### src/rtl/si_header_detacher.sv
// -----------------------------------------------------------------------------
// si_header_detacher
//
// Strips the two SI header words from every packet on a 128-bit AXI-Stream
// and forwards only the payload words through one registered output stage.
// The sequence number carried in the second header word is captured and
// reported with a one-cycle pulse. Malformed packets are discarded whole.
//
// Parameters
//   DATA_WIDTH  stream word width (only 128 is supported)
//   KEEP_WIDTH  tkeep width, (DATA_WIDTH+7)/8
//
// Ports
//   clk, rst                      clock, asynchronous active-high reset
//   s_axis_*                      input stream from the header parser
//   m_axis_*                      payload-only output stream
//   sequence_o                    sequence number of the current packet
//                                 ('sequence' is a reserved word in SV)
//   sequence_valid                one-cycle pulse when sequence_o updates
//   resync                        one-cycle pulse when a truncated header
//                                 is abandoned for a new word 0
//   dropped_packet                one-cycle pulse when a packet is discarded
//                                 without any payload forwarded
//   stat_packets/resyncs/dropped  32-bit wrapping counters, present only when
//                                 SI_HEADER_DETACHER_STATS_EN is defined
// -----------------------------------------------------------------------------
module si_header_detacher #(
  parameter int DATA_WIDTH = 128,
  parameter int KEEP_WIDTH = (DATA_WIDTH + 7) / 8
) (
  input  logic                  clk,
  input  logic                  rst,

  input  logic                  s_axis_tvalid,
  output logic                  s_axis_tready,
  input  logic [DATA_WIDTH-1:0] s_axis_tdata,
  input  logic                  s_axis_tlast,
  input  logic [KEEP_WIDTH-1:0] s_axis_tkeep,

  output logic                  m_axis_tvalid,
  input  logic                  m_axis_tready,
  output logic [DATA_WIDTH-1:0] m_axis_tdata,
  output logic                  m_axis_tlast,
  output logic [KEEP_WIDTH-1:0] m_axis_tkeep,

  output logic [31:0]           sequence_o,
  output logic                  sequence_valid,
  output logic                  resync,
`ifdef SI_HEADER_DETACHER_STATS_EN
  output logic [31:0]           stat_packets,
  output logic [31:0]           stat_resyncs,
  output logic [31:0]           stat_dropped,
`endif
  output logic                  dropped_packet
);

  generate
    if (DATA_WIDTH != 128 || KEEP_WIDTH != 16) begin : g_bad_width
      $error("si_header_detacher supports only DATA_WIDTH=128 / KEEP_WIDTH=16");
    end
  endgenerate

  localparam logic [31:0]           SI_MAGIC  = 32'h4953_9B80;
  localparam logic [31:0]           TT_MAGIC  = 32'h0000_5454;
  localparam logic [KEEP_WIDTH-1:0] KEEP_FULL = '1;

  typedef enum logic [1:0] {
    ST_HDR0    = 2'd0,
    ST_HDR1    = 2'd1,
    ST_PAYLOAD = 2'd2,
    ST_DROP    = 2'd3
  } state_e;

  state_e                  state_q, state_d;

  logic                    m_valid_q;
  logic [DATA_WIDTH-1:0]   m_data_q;
  logic [KEEP_WIDTH-1:0]   m_keep_q;
  logic                    m_last_q;
  logic [31:0]             seq_q;
  logic                    seq_valid_q;
  logic                    resync_q;
  logic                    dropped_q;

  logic                    s_hs;
  logic                    si_check;
  logic                    tt_check;
  logic                    ev_seq;
  logic                    ev_resync;
  logic                    ev_drop;
  logic                    ev_enter_payload;
  logic                    fwd;

  // Only PAYLOAD can be back-pressured; header and drop words are always
  // consumed so the parser is never stalled by a packet that yields no output.
  assign s_axis_tready = (state_q != ST_PAYLOAD) || !m_valid_q || m_axis_tready;
  assign s_hs          = s_axis_tvalid && s_axis_tready;

  assign si_check = (s_axis_tkeep == KEEP_FULL) && (s_axis_tdata[127:96] == SI_MAGIC);
  assign tt_check = (s_axis_tkeep == KEEP_FULL) && (s_axis_tdata[31:0]   == TT_MAGIC);

  // NOTE: every signal written here gets a default first so no path leaves it
  // unassigned; otherwise synthesis would infer a latch to hold the old value.
  always_comb begin
    state_d          = state_q;
    ev_seq           = 1'b0;
    ev_resync        = 1'b0;
    ev_drop          = 1'b0;
    ev_enter_payload = 1'b0;
    fwd              = 1'b0;

    if (s_hs) begin
      unique case (state_q)
        ST_HDR0: begin
          if (s_axis_tlast) begin
            ev_drop = 1'b1;                 // single-word packet: nothing to strip
          end else if (si_check) begin
            state_d = ST_HDR1;
          end else begin
            state_d = ST_DROP;
            ev_drop = 1'b1;
          end
        end

        ST_HDR1: begin
          if (tt_check) begin
            ev_seq = 1'b1;
            if (s_axis_tlast) begin
              state_d = ST_HDR0;            // valid header but empty payload
              ev_drop = 1'b1;
            end else begin
              state_d          = ST_PAYLOAD;
              ev_enter_payload = 1'b1;
            end
          end else if (si_check && !s_axis_tlast) begin
            // Previous header was truncated; this word restarts as word 0.
            ev_resync = 1'b1;
          end else begin
            state_d = s_axis_tlast ? ST_HDR0 : ST_DROP;
            ev_drop = 1'b1;
          end
        end

        ST_PAYLOAD: begin
          fwd = 1'b1;
          if (s_axis_tlast) state_d = ST_HDR0;
        end

        ST_DROP: begin
          if (s_axis_tlast) state_d = ST_HDR0;
        end

        default: state_d = ST_HDR0;
      endcase
    end
  end

  // NOTE: sequential state uses non-blocking assignments so every register
  // samples pre-edge values, independent of statement order.
  always_ff @(posedge clk or posedge rst) begin
    if (rst) begin
      // NOTE: the output data registers are reset as well, not just the valid
      // flag, because the reset values of tdata/tkeep are externally visible.
      state_q     <= ST_HDR0;
      m_valid_q   <= 1'b0;
      m_data_q    <= '0;
      m_keep_q    <= '0;
      m_last_q    <= 1'b0;
      seq_q       <= '0;
      seq_valid_q <= 1'b0;
      resync_q    <= 1'b0;
      dropped_q   <= 1'b0;
    end else begin
      state_q     <= state_d;
      seq_valid_q <= ev_seq;
      resync_q    <= ev_resync;
      dropped_q   <= ev_drop;
      if (ev_seq) seq_q <= s_axis_tdata[95:64];

      // fwd implies the stage is empty or draining this cycle, so the held
      // word is never overwritten while stalled.
      if (fwd) begin
        m_valid_q <= 1'b1;
        m_data_q  <= s_axis_tdata;
        m_keep_q  <= s_axis_tkeep;
        m_last_q  <= s_axis_tlast;
      end else if (m_axis_tready) begin
        m_valid_q <= 1'b0;
      end
    end
  end

  assign m_axis_tvalid  = m_valid_q;
  assign m_axis_tdata   = m_data_q;
  assign m_axis_tkeep   = m_keep_q;
  assign m_axis_tlast   = m_last_q;
  assign sequence_o     = seq_q;
  assign sequence_valid = seq_valid_q;
  assign resync         = resync_q;
  assign dropped_packet = dropped_q;

`ifdef SI_HEADER_DETACHER_STATS_EN
  logic [31:0] stat_packets_q, stat_resyncs_q, stat_dropped_q;

  always_ff @(posedge clk or posedge rst) begin
    if (rst) begin
      stat_packets_q <= '0;
      stat_resyncs_q <= '0;
      stat_dropped_q <= '0;
    end else begin
      if (ev_enter_payload) stat_packets_q <= stat_packets_q + 32'd1;
      if (ev_resync)        stat_resyncs_q <= stat_resyncs_q + 32'd1;
      if (ev_drop)          stat_dropped_q <= stat_dropped_q + 32'd1;
    end
  end

  assign stat_packets = stat_packets_q;
  assign stat_resyncs = stat_resyncs_q;
  assign stat_dropped = stat_dropped_q;
`endif

endmodule

### config.mk
export PLATFORM = sky130hd
export DESIGN_NAME = si_header_detacher
export DESIGN_NICKNAME = d
export VERILOG_FILES = /design/src/rtl/si_header_detacher.sv
export SDC_FILE = /design/constraint.sdc
export NUM_CORES = 1
export LEC_CHECK = 0
export BUFFER_PORTS_ARGS = -buffer_cell sky130_fd_sc_hd__buf_2
export CAP_MARGIN = 25
export CORE_AREA = 2 2 127 129
export CTS_CLUSTER_DIAMETER = 120
export DETAILED_ROUTE_END_ITERATION = 10
export DIE_AREA = 0 0 129 131
export GPL_TIMING_DRIVEN = 1
export PLACE_DENSITY = 0.85
export REMOVE_ABC_BUFFERS = 1
export SLEW_MARGIN = 5
export SYNTH_ARGS = -nofsm -noshare
export SYNTH_HDL_FRONTEND = slang
export SYNTH_SLANG_ARGS = --single-unit
### constraint.sdc
create_clock -name clk -period 8.4 [get_ports clk]
set_input_delay 0.84 -clock clk [delete_from_list [all_inputs] [get_ports clk]]
set_output_delay 0.84 -clock clk [all_outputs]
set_load 0.01 [all_outputs]
# After elaboration in Yosys (flattened, before gate mapping)
# Index checks and enable logic that the tools add are counted.
word_totals:
  regBits: 183
  out_inout_bits: 182
  elab_cells: 57
op_classes:
  eq_ne: 10
  muxes: 26
  n_reduce_logical: 12
ops:
  columns: ["cell", "n"]
  rows:
  - ["$eq 32x15->1 const B", 1]
  - ["$eq 32x31->1 const B", 1]
  - ["$mux 1", 17]
  - ["$eq 16x16->1 const B", 1]
  - ["$mux 2", 7]
  - ["$pmux 2 s3", 1]
  - ["$eq 2x2->1 const B", 2]
  - ["$logic_and 1x1->1", 4]
  - ["$ne 2x2->1 const B", 2]
  - ["$reduce_and 4->1", 1]
  - ["$ne 3x3->1 const B", 1]
  - ["$eq 2x1->1 const B", 1]
  - ["$logic_not 1->1", 2]
  - ["$logic_not 2->1", 1]
  - ["$logic_or 1x1->1", 2]
  - ["$ne 2x1->1 const B", 1]
  - ["$pmux 1 s2", 1]
  - ["$reduce_bool 2->1", 1]
  - ["$reduce_or 2->1", 1]

# Logic depth before layout (Yosys ltp)
# Gate-level depths: netlist (run 1).
depth:
  ltp_word: 7
  depth_mapped: 6

# Worst setup path before layout (run 1)
# OpenSTA, ideal clock, no wires.
synth_timing:
  path_kind: "input port to flip-flop"
  from: "input s_axis_tdata[125]"
  to: "register dropped_q (netlist: dropped_packet)"
  setup_ps: 119
  arrival_ps: 2026
  required_ps: 8281
  setup_slack_ps: 6255
  stages: 5
  path_cell_list: "and4bb_2 nand4_1 or4_4 a21boi_1 o21a_1"
synth_between:
  elab_chain_cells: 7
  elab_cells_between_ends: 9
  cone_classes: "eq/ne (1); mux (6); reduce/logical (2)"
synth_rtl:
  columns: ["element", "line", "text"]
  rows:
  - ["start, declared", "36", "input logic [DATA_WIDTH-1:0] s_axis_tdata,"]
  - ["$eq 32x31->1 (*)", "99", "assign si_check = (s_axis_tkeep == KEEP_FULL) && (s_axis_tdata[127:96] == SI_MAGIC);"]
  - ["$logic_and 1x1->1 (*)", "99", null]
  - ["$logic_and 1x1->1", "135", "end else if (si_check && !s_axis_tlast) begin"]
  - ["$mux 1", "135", null]
  - ["$mux 1", "126", "if (tt_check) begin"]
  - ["$pmux 1 s2 (*)", "113", "unique case (state_q)"]
  - ["$mux 1 (*)", "112", "if (s_hs) begin"]
  - ["via ev_drop", "90", "logic ev_drop;"]
  - ["end signal, assigned", "177", "dropped_q <= ev_drop;"]
  - ["end, declared", "83", "logic dropped_q;"]
# The timed path passes the listed nets; every way through them passes the cells marked *.
# A chain may end at the register's enable or synchronous reset.

# Final worst setup path (run 1)
layout_timing:
  from: "input m_axis_tready"
  to: "register m_last_q (netlist: m_axis_tlast)"
layout_between:
  elab_chain_cells: 3
layout_rtl:
  columns: ["element", "line", "text"]
  rows:
  - ["start, declared", "41", "input logic m_axis_tready,"]
  - ["$logic_or 1x1->1", "96", "assign s_axis_tready = (state_q != ST_PAYLOAD) || !m_valid_q || m_axis_tready;"]
  - ["$logic_and 1x1->1", "97", "assign s_hs = s_axis_tvalid && s_axis_tready;"]
  - ["$mux 1", "112", null]
  - ["end signal, assigned", "186", "m_last_q <= s_axis_tlast;"]
  - ["end, declared", "79", "logic m_last_q;"]
# No other way between the ends.

==> reports/qor.txt, run 1 <==
=================================================================================
Status ............................................................. finished clean
Port Buf Inserts ...................................................          330
Total wire length ..................................................      16.8 mm
Hold_buf cts .......................................................            0
Antenna violations before repair ...................................            0
Post-synth design cell area ........................................     7200 µm²
Synth-to-layout area growth ........................................        35.3%
Cell with the largest stage delay on the worst path ................        buf_4
Critical path launch point type ....................................    input pin
Number of synthesized register bits ................................          183
Share of post-route cells with drive strength above 1 ..............        0.703
CP Cell Sequence ................................................... buf_2 -> nand2b_1 -> nand3_4 -> buf_16 -> buf_4 -> mux2_2
Min-delay worst type ...............................................  in -> async
Synth async-reset ratio ............................................         1.00
Arrival @ worst endpoint ...........................................      2.92 ns
Worst endpoint required time .......................................      8.69 ns
H-tree lvl count ...................................................            4
Final critical-path share of the clock period ......................        0.313
Start-to-end type of the worst setup path ..........................    in -> reg
Actual slew at the worst max-slew pin ..............................      1.01 ns
Wire length of the first global-routing pass .......................      25.6 mm
Top flip-flop cell by instance count after synthesis ...............      dfrtp_1
Clock Pin Slew Worst Setup and Hold Paths ..........................      0.07 ns
Remaining global-route overflow ....................................            0
Leading post-synthesis cells by cell area .......................... dfrtp_1 (64%), mux2_2 (23%), mux2_4 (6.3%), buf_2 (1.0%), nand4_1 (0.61%)
Unrepaired setup endpoints after global routing ....................        false
Via/cell ratio .....................................................         4.99
Detailed-route wire length per cell ................................      16.8 µm
Post-synthesis average cell area ...................................     16.6 µm²
Kind of end point of the critical path .............................         flop
Leakage power summed over all cells ................................   0.00495 µW
CTS Root Cell ......................................................    clkbuf_16
Cell family contributing the most delay on the critical path ....... buffers and inverters
Worst setup skew after layout ......................................    0.0134 ns
Slew margin rel. ...................................................        0.329
Final estimated routing congestion in global placement .............        0.823
Worst path buffer plus inverter count ..............................            3
Number of hold violations in the final report ......................            0
Length of the first detailed-routing pass in iterations ............            4
Peak fanout along the critical path ................................           81
Clock tree buffer depth ............................................            2
Number of enable flip-flop cells after synthesis ...................            0
Sequential fraction of the synthesis area ..........................        0.636
I/O pins ...........................................................          331
Unique cell type count in the Yosys netlist ........................           35
Clock network fraction of total power ..............................        0.305
Count of buffers added by post-CTS timing repair for setup .........            0
Post-CTS resize count ..............................................            0
Total number of nets in the final design ...........................          919
1st-iter DRT viols .................................................          181
Clock sinks ........................................................          183
HPWL after DPL .....................................................      12.4 mm
Die Ht .............................................................       131 µm
Via count of the first global-routing pass .........................         5070
Net switching power figure .........................................       809 µW
Number of antenna cells inserted ...................................            0
Depth of the worst register-to-register path .......................            5
Post-synth top area cell ...........................................      dfrtp_1
Worst R2R Setup Slack ..............................................      5.91 ns
WP depth ...........................................................            6
Clock tree from TritonCTS ..........................................          yes
Clock latency of the later-clocked register in the worst-skew pair .      0.42 ns
Total Die Area .....................................................    16900 µm²
Total internal power ...............................................      2040 µW
Fin Setup TNS ......................................................         0 ns
Max-slew violation count ...........................................            0
Total CTS buffers ..................................................           17
Max-cap viol count .................................................            0
Power per cell area ................................................   292 nW/µm²
Starting Density ...................................................        0.462
Shortest clock period the worst path allows after layout ...........      2.63 ns
Total track usage ..................................................        0.196
Worst IR Drop VDD ..................................................       155 µV
Maximum achievable frequency .......................................      381 MHz
Antenna-violating nets left ........................................            0
Via count ..........................................................         4980
Sequential cell fraction of total power ............................        0.435
Proportion of total power due to net switching .....................        0.284
Number of standard-cell rows in the floorplan ......................           46
Core Box Area ......................................................    15600 µm²
Delay of the slowest critical-path stage ...........................      0.81 ns
Final core occ .....................................................        0.625
Worst reg2reg endpoint ............................................. m_axis_tlast
Gate power share ...................................................        0.260
Launch instance of the worst register-to-register path .............   state_q[1]
Number of instances in the synthesized netlist .....................          435
Post-detailed-route DRC marker count ...............................            0
Width of the die ...................................................       129 µm
Yosys Warn Count ...................................................            0
Largest net degree at the start of global routing ..................           82
Final Setup Violations .............................................            0
Share of Yosys cell area claimed by the top area cell type .........        0.636
=================================================================================
[worst max-delay path by stage]
stage                      endpoint           from
global placement    m_axis_tkeep[1]  m_axis_tready
finish                 m_axis_tlast  m_axis_tready
CTS                 m_axis_tkeep[4]  m_axis_tready
detailed placement  m_axis_tkeep[4]  m_axis_tready
floorplan            dropped_packet            rst
global route           m_axis_tlast  m_axis_tready
[per-stage QoR]
step / instances / hold WS [ns] / setup slack, ns / total power [µW] / instance area (µm²)
floorplan: 416 / 0.537 / 2.59 / 1660 / 7090
global placement: 965 / 0.482 / 5.04 / 1960 / 9050
detailed placement: 966 / 0.486 / 5.01 / 2000 / 9070
CTS: 997 / 0.476 / 5.46 / 2880 / 9720
global route: 998 / 0.492 / 5.66 / 2990 / 9740
finish: 998 / 0.467 / 5.77 / 2850 / 9740
[cells by family after synthesis]
logic type | count (synthesis) | share of synthesized area
and+or+nand+nor | 50 | 0.0511
AOI/OAI and AO/OA | 5 | 0.00452
DFF | 183 | 0.636
buffers and inverters | 20 | 0.0162
muxes | 177 | 0.292
[layout by cell type, fill, tap and decap left out, types with 2 or more instances in the layout]
cell	n
buf_2	330
buf_4	3
bufinv_16	5
clkbuf_16	17
clkinvlp_4	2
dfrtp_1	183
inv_6	5
mux2_2	147
mux2_4	30
nand2_1	6
nand4_1	7
nor2b_1	2
nor3_1	2
nor4_1	6
nor4b_1	5
nor4b_2	2
nor4bb_1	4
[power by group through the flow]
stage	clock network [µW]	registers, µW	logic (µW)
final	868	1240	739
after global routing	925	1270	803
after CTS	892	1240	750
after detailed placement	0	1250	748
after global placement	0	1240	725
after floorplan	0	1360	294
[layout make-up]
type	instances	area, µm²
Clock buffer	18	429
Clock inverter	13	216
Fill cell	1226	5850
Inverter	1	8.76
Multi-Input combinational cell	232	2520
Sequential cell	183	4580
Tap cell	216	270
Timing Repair Buffer	335	1720
[flip-flops by register name, indices dropped and copies added, names as in the netlist]
register        cells
dropped_packet      1
m_axis_tdata      128
m_axis_tkeep       16
m_axis_tlast        1
m_axis_tvalid       1
resync              1
sequence_o         32
sequence_valid      1
state_q             2
[per-layer routing]
| metal | vias to the layer above | part of all wire | global-route usage |
|---|---|---|---|
| li1 | 2251 | - | - |
| met1 | 2475 | 0.38 | 0.229 |
| met2 | 219 | 0.52 | 0.331 |
| met3 | 35 | 0.073 | 0.0639 |
| met4 | 0 | 0.025 | 0.0889 |
| met5 | - | 0 | 0 |
[worst reg2reg max path: stages (launching register included)]
cell and delay (ns):
dfrtp_1 0.40, nor2b_1 0.18, nand3_4 0.16, buf_16 0.29, buf_4 0.84, mux2_2 0.50
[synth_stat cells, drive strengths merged (2+ instances only)]
cell type  number
dfrtp         183
mux2          177
buf            18
nand2           7
nand4           7
nor4            7
nor4b           7
nor4bb          4
nand3           2
nor2b           2
nor3            2
Note: power is estimated with default switching activity, not from simulation.
==> run 2: changes to the inputs <==
--- a/config.mk
+++ b/config.mk
@@ -5,14 +5,15 @@
 export SDC_FILE = /design/constraint.sdc
 export NUM_CORES = 1
 export LEC_CHECK = 0
+export ABC_AREA = 1
 export BUFFER_PORTS_ARGS = -buffer_cell sky130_fd_sc_hd__buf_2
 export CAP_MARGIN = 25
-export CORE_AREA = 2 2 127 129
+export CORE_MARGIN = 2
+export CORE_UTILIZATION = 47
 export CTS_CLUSTER_DIAMETER = 120
 export DETAILED_ROUTE_END_ITERATION = 10
-export DIE_AREA = 0 0 129 131
 export GPL_TIMING_DRIVEN = 1
-export PLACE_DENSITY = 0.85
+export PLACE_DENSITY = 0.86
 export REMOVE_ABC_BUFFERS = 1
 export SLEW_MARGIN = 5
 export SYNTH_ARGS = -nofsm -noshare
==> constraint.sdc (replaced) <==
create_clock -name clk -period 2.6 [get_ports clk]
set_input_delay 0.26 -clock clk [delete_from_list [all_inputs] [get_ports clk]]
set_output_delay 0.26 -clock clk [all_outputs]
set_load 0.01 [all_outputs]
==> run 2 against run 1 <==
Cell count increased by 25%. Non-clock buffer count rose by 2. Largest cell class unchanged. Utilization grew 1.6 points. Sequential share of layout area is 0.34 points lower. Count of clock-buffer cells in the layout increased by 2. Largest power group unchanged. Sequential power grew to 3.7 times the previous value.
==> reports/qor.txt, run 2 <==
=================================================================================
Clock Pin Slew Worst Setup and Hold Paths ..........................      0.07 ns   about the same
Synth-to-layout area growth ........................................        32.6%
Number of hold violations in the final report ......................            0   unchanged
Final Setup Violations .............................................            0   unchanged
Number of synthesized register bits ................................          183   unchanged
Length of the first detailed-routing pass in iterations ............            5   +1
Yosys Warn Count ...................................................            0   unchanged
Largest register FFs ...............................................          128   unchanged
Post-synth top area cell ...........................................      dfrtp_1
Synth async-reset ratio ............................................         1.00   unchanged
Gate power share ...................................................        0.337   +0.077
Die Ht .............................................................       129 µm   -1.2%
Total track usage ..................................................        0.205   +0.00937
Total number of nets in the final design ...........................         1171   +27%
1st-iter DRT viols .................................................          249   +38%
Sequential cell area ...............................................     4580 µm²   unchanged
Status ............................................................. finished clean
Net switching power figure .........................................      3570 µW   +340%
Leakage power summed over all cells ................................   0.00546 µW   +10%
Kind of end point of the critical path .............................         flop
Highest-count cells in the layout ignoring fill and taps ........... buf_2 (330), dfrtp_1 (183), nand2_1 (176)
Slew margin rel. ...................................................        0.497   +0.168
Width of the die ...................................................       129 µm   +0.37%
Starting Density ...................................................        0.483   +0.0214
Post-synth design cell area ........................................     7400 µm²   +2.7%
I/O pins ...........................................................          331   unchanged
Number of standard-cell rows in the floorplan ......................           45   -2.2%
Total CTS buffers ..................................................           17   unchanged
Wire length of the first global-routing pass .......................      26.9 mm   +5.0%
Via/cell ratio .....................................................         4.75   -4.8%
Largest net degree at the start of global routing ..................           80   -2.4%
Clock sinks ........................................................          183   unchanged
Max-slew violation count ...........................................            0   unchanged
Number of enable flip-flop cells after synthesis ...................            0   unchanged
Final core occ .....................................................        0.641   +0.0161
Worst IR Drop VDD ..................................................       559 µV   +260%
Maximum achievable frequency .......................................      576 MHz
Proportion of total power due to net switching .....................        0.335   +0.0509
Remaining global-route overflow ....................................            0   unchanged
Port Buf Inserts ...................................................          330   unchanged
Sequential fraction of the synthesis area ..........................        0.619   -0.0170
Share of Yosys cell area claimed by the top area cell type .........        0.619   -0.0170
Most common cell after layout, fill and taps aside .................        buf_2
Antenna-violating nets left ........................................            0   unchanged
Clock network fraction of total power ..............................        0.237   -0.068
Fillcell total .....................................................         1240   +1.1%
Actual slew at the worst max-slew pin ..............................     0.755 ns   -0.251 ns
H-tree lvl count ...................................................            4   unchanged
Power, Total .......................................................     10600 µW   +270%
Clock latency of the later-clocked register in the worst-skew pair .      0.42 ns   about the same
HPWL after DPL .....................................................      13.3 mm   +7.2%
Detailed-route wire length per cell ................................      14.2 µm   -16%
Worst setup skew after layout ......................................   0.00997 ns   -0.00345 ns
Post-detailed-route DRC marker count ...............................            0   unchanged
Total internal power ...............................................      7070 µW   +250%
Fin Setup TNS ......................................................         0 ns   unchanged
Arrival @ worst endpoint ...........................................      2.03 ns   -0.89 ns
Power per cell area ................................................  1080 nW/µm²   +270%
Clock tree from TritonCTS ..........................................          yes
Via count of the first global-routing pass .........................         5680   +12%
Shortest clock period the worst path allows after layout ...........      1.74 ns
Antenna violations before repair ...................................            1   +1
Peak fanout along the critical path ................................           79   -2.5%
Unique cell type count in the Yosys netlist ........................           21   -40%
Min-delay worst type ...............................................    in -> reg
Final estimated routing congestion in global placement .............        0.827   +0.43%
Total Die Area .....................................................    16800 µm²   -0.80%
Max-cap viol count .................................................            0   unchanged
Core Box Area ......................................................    15300 µm²   -1.8%
Share of post-route cells with drive strength above 1 ..............        0.440   -0.264
Most instantiated cells after synthesis ............................ dfrtp_1 (183), nand2_1 (176), inv_1 (86)
Start-to-end type of the worst setup path ..........................   reg -> reg
Final critical-path share of the clock period ......................        0.668
Unrepaired setup endpoints after global routing ....................        false
Clock tree buffer depth ............................................            2   unchanged
Total wire length ..................................................      17.7 mm   +5.2%
Top flip-flop cell by instance count after synthesis ...............      dfrtp_1
CTS Root Cell ......................................................    clkbuf_16
Sequential cell fraction of total power ............................        0.426   -0.009
Critical path launch point type ....................................         flop
Via count ..........................................................         5925   +19%
Total area of multi-input combinational cells ......................     2280 µm²   -9.3%
Most common cell in the synthesized netlist ........................      dfrtp_1
Number of instances in the synthesized netlist .....................          697   +60%
Leading post-synthesis cells by cell area .......................... dfrtp_1 (62%), nand2_1 (8.9%), mux2_2 (7.6%), o21ai_0 (5.3%), inv_1 (4.4%)
Post-synthesis average cell area ...................................     10.6 µm²   -36%
Worst endpoint required time .......................................      2.89 ns   -5.80 ns
=================================================================================
[run 2: cell count changes in the layout (fill, tap and decap cells not counted), moves of 6 or more]
cell,change
nor2_1,+29
nor4_1,-6
mux2_4,-20
o21ai_0,+78
mux2_1,+7
mux2_2,-97
nand2_1,+170
nand4_1,-7
inv_1,+85
o21ai_2,+23
o21ai_1,+9
[run 2: worst paths after layout]
kind | slack [ns] | from | cells past startpoint | to
setup / recovery | 0.86 | state_q[1] | 5 | m_axis_tdata[103]
hold / removal | 0.07 | s_axis_tdata[46] | 2 | m_axis_tdata[46]
setup reg to reg | 0.86 | state_q[1] | 5 | m_axis_tdata[103]
hold reg to reg | 0.48 | sequence_o[22] | 2 | sequence_o[22]
max in group asynchronous | 1.43 | rst | 4 | m_axis_tdata[109]
min in group asynchronous | 0.46 | rst | 3 | sequence_o[5]
[run 2: metal layers]
metal,up-vias,share of wire,wire length [µm],global-route usage
met4,0,0.028,493,0.0867
li1,2849,-,-,-
met5,-,0,0,0
met1,2780,0.38,6690,0.229
met3,38,0.078,1380,0.0590
met2,258,0.51,9090,0.368
[run 2: kinds of logic (layout without fill, tap and decap cells)]
| kind of cell | count (synthesis) | after routing | synth area share |
|---|---|---|---|
| muxes | 67 | 67 | 0.107 |
| other | 0 | 1 | 0 |
| and+or+nand+nor | 215 | 215 | 0.113 |
| buffers and inverters | 119 | 457 | 0.0724 |
| AOI/OAI and AO/OA | 113 | 113 | 0.0884 |
| DFF | 183 | 183 | 0.619 |
[run 2: repair_timing]
action,4_1_cts,5_1_grt
hold buffers,1,0
buffers inserted,0,0
setup endpoints to repair,0,0
resized for setup,0,0
hold endpoints to repair,55,0
[run 2: area by class of cell]
type	instances	area share
Sequential cell	183	0.467
Multi-Input combinational cell	395	0.233
Timing Repair Buffer	337	0.180
Clock buffer	20	0.0445
Inverter	88	0.0342
Tap cell	211	0.0269
Clock inverter	12	0.0145
Antenna cell	1	0.000255
[run 2: power by group through the flow]
| stage | Clock [µW] | Sequential, µW | Combinational (µW) |
|---|---|---|---|
| 6_report | 2520 | 4530 | 3590 |
| 5_1_grt | 2700 | 4650 | 3960 |
| 4_1_cts | 2580 | 4530 | 3650 |
| 3_5_place_dp | 0 | 4560 | 3640 |
| 3_3_place_gp | 0 | 4510 | 3520 |
| 2_1_floorplan | 0 | 5070 | 1450 |
[run 2: stage by stage]
stage | cells | cell area (µm²) | hold WS (ns) | setup slack, ns
after floorplan | 666 | 7190 | 0.392 | -2.63
after global placement | 1213 | 9220 | 0.358 | 0.764
after detailed placement | 1213 | 9220 | 0.356 | 0.712
after CTS | 1246 | 9810 | 0.0459 | 0.880
after global routing | 1246 | 9810 | 0.0432 | 0.785
final | 1247 | 9810 | 0.0662 | 0.864
[run 2: worst max-delay path, cell delays in order (launching register included)]
cell	delay, ns
dfrtp_1	0.44
nand2_1	0.11
inv_2	0.05
nand3_4	0.25
buf_12	0.34
mux2_2	0.38
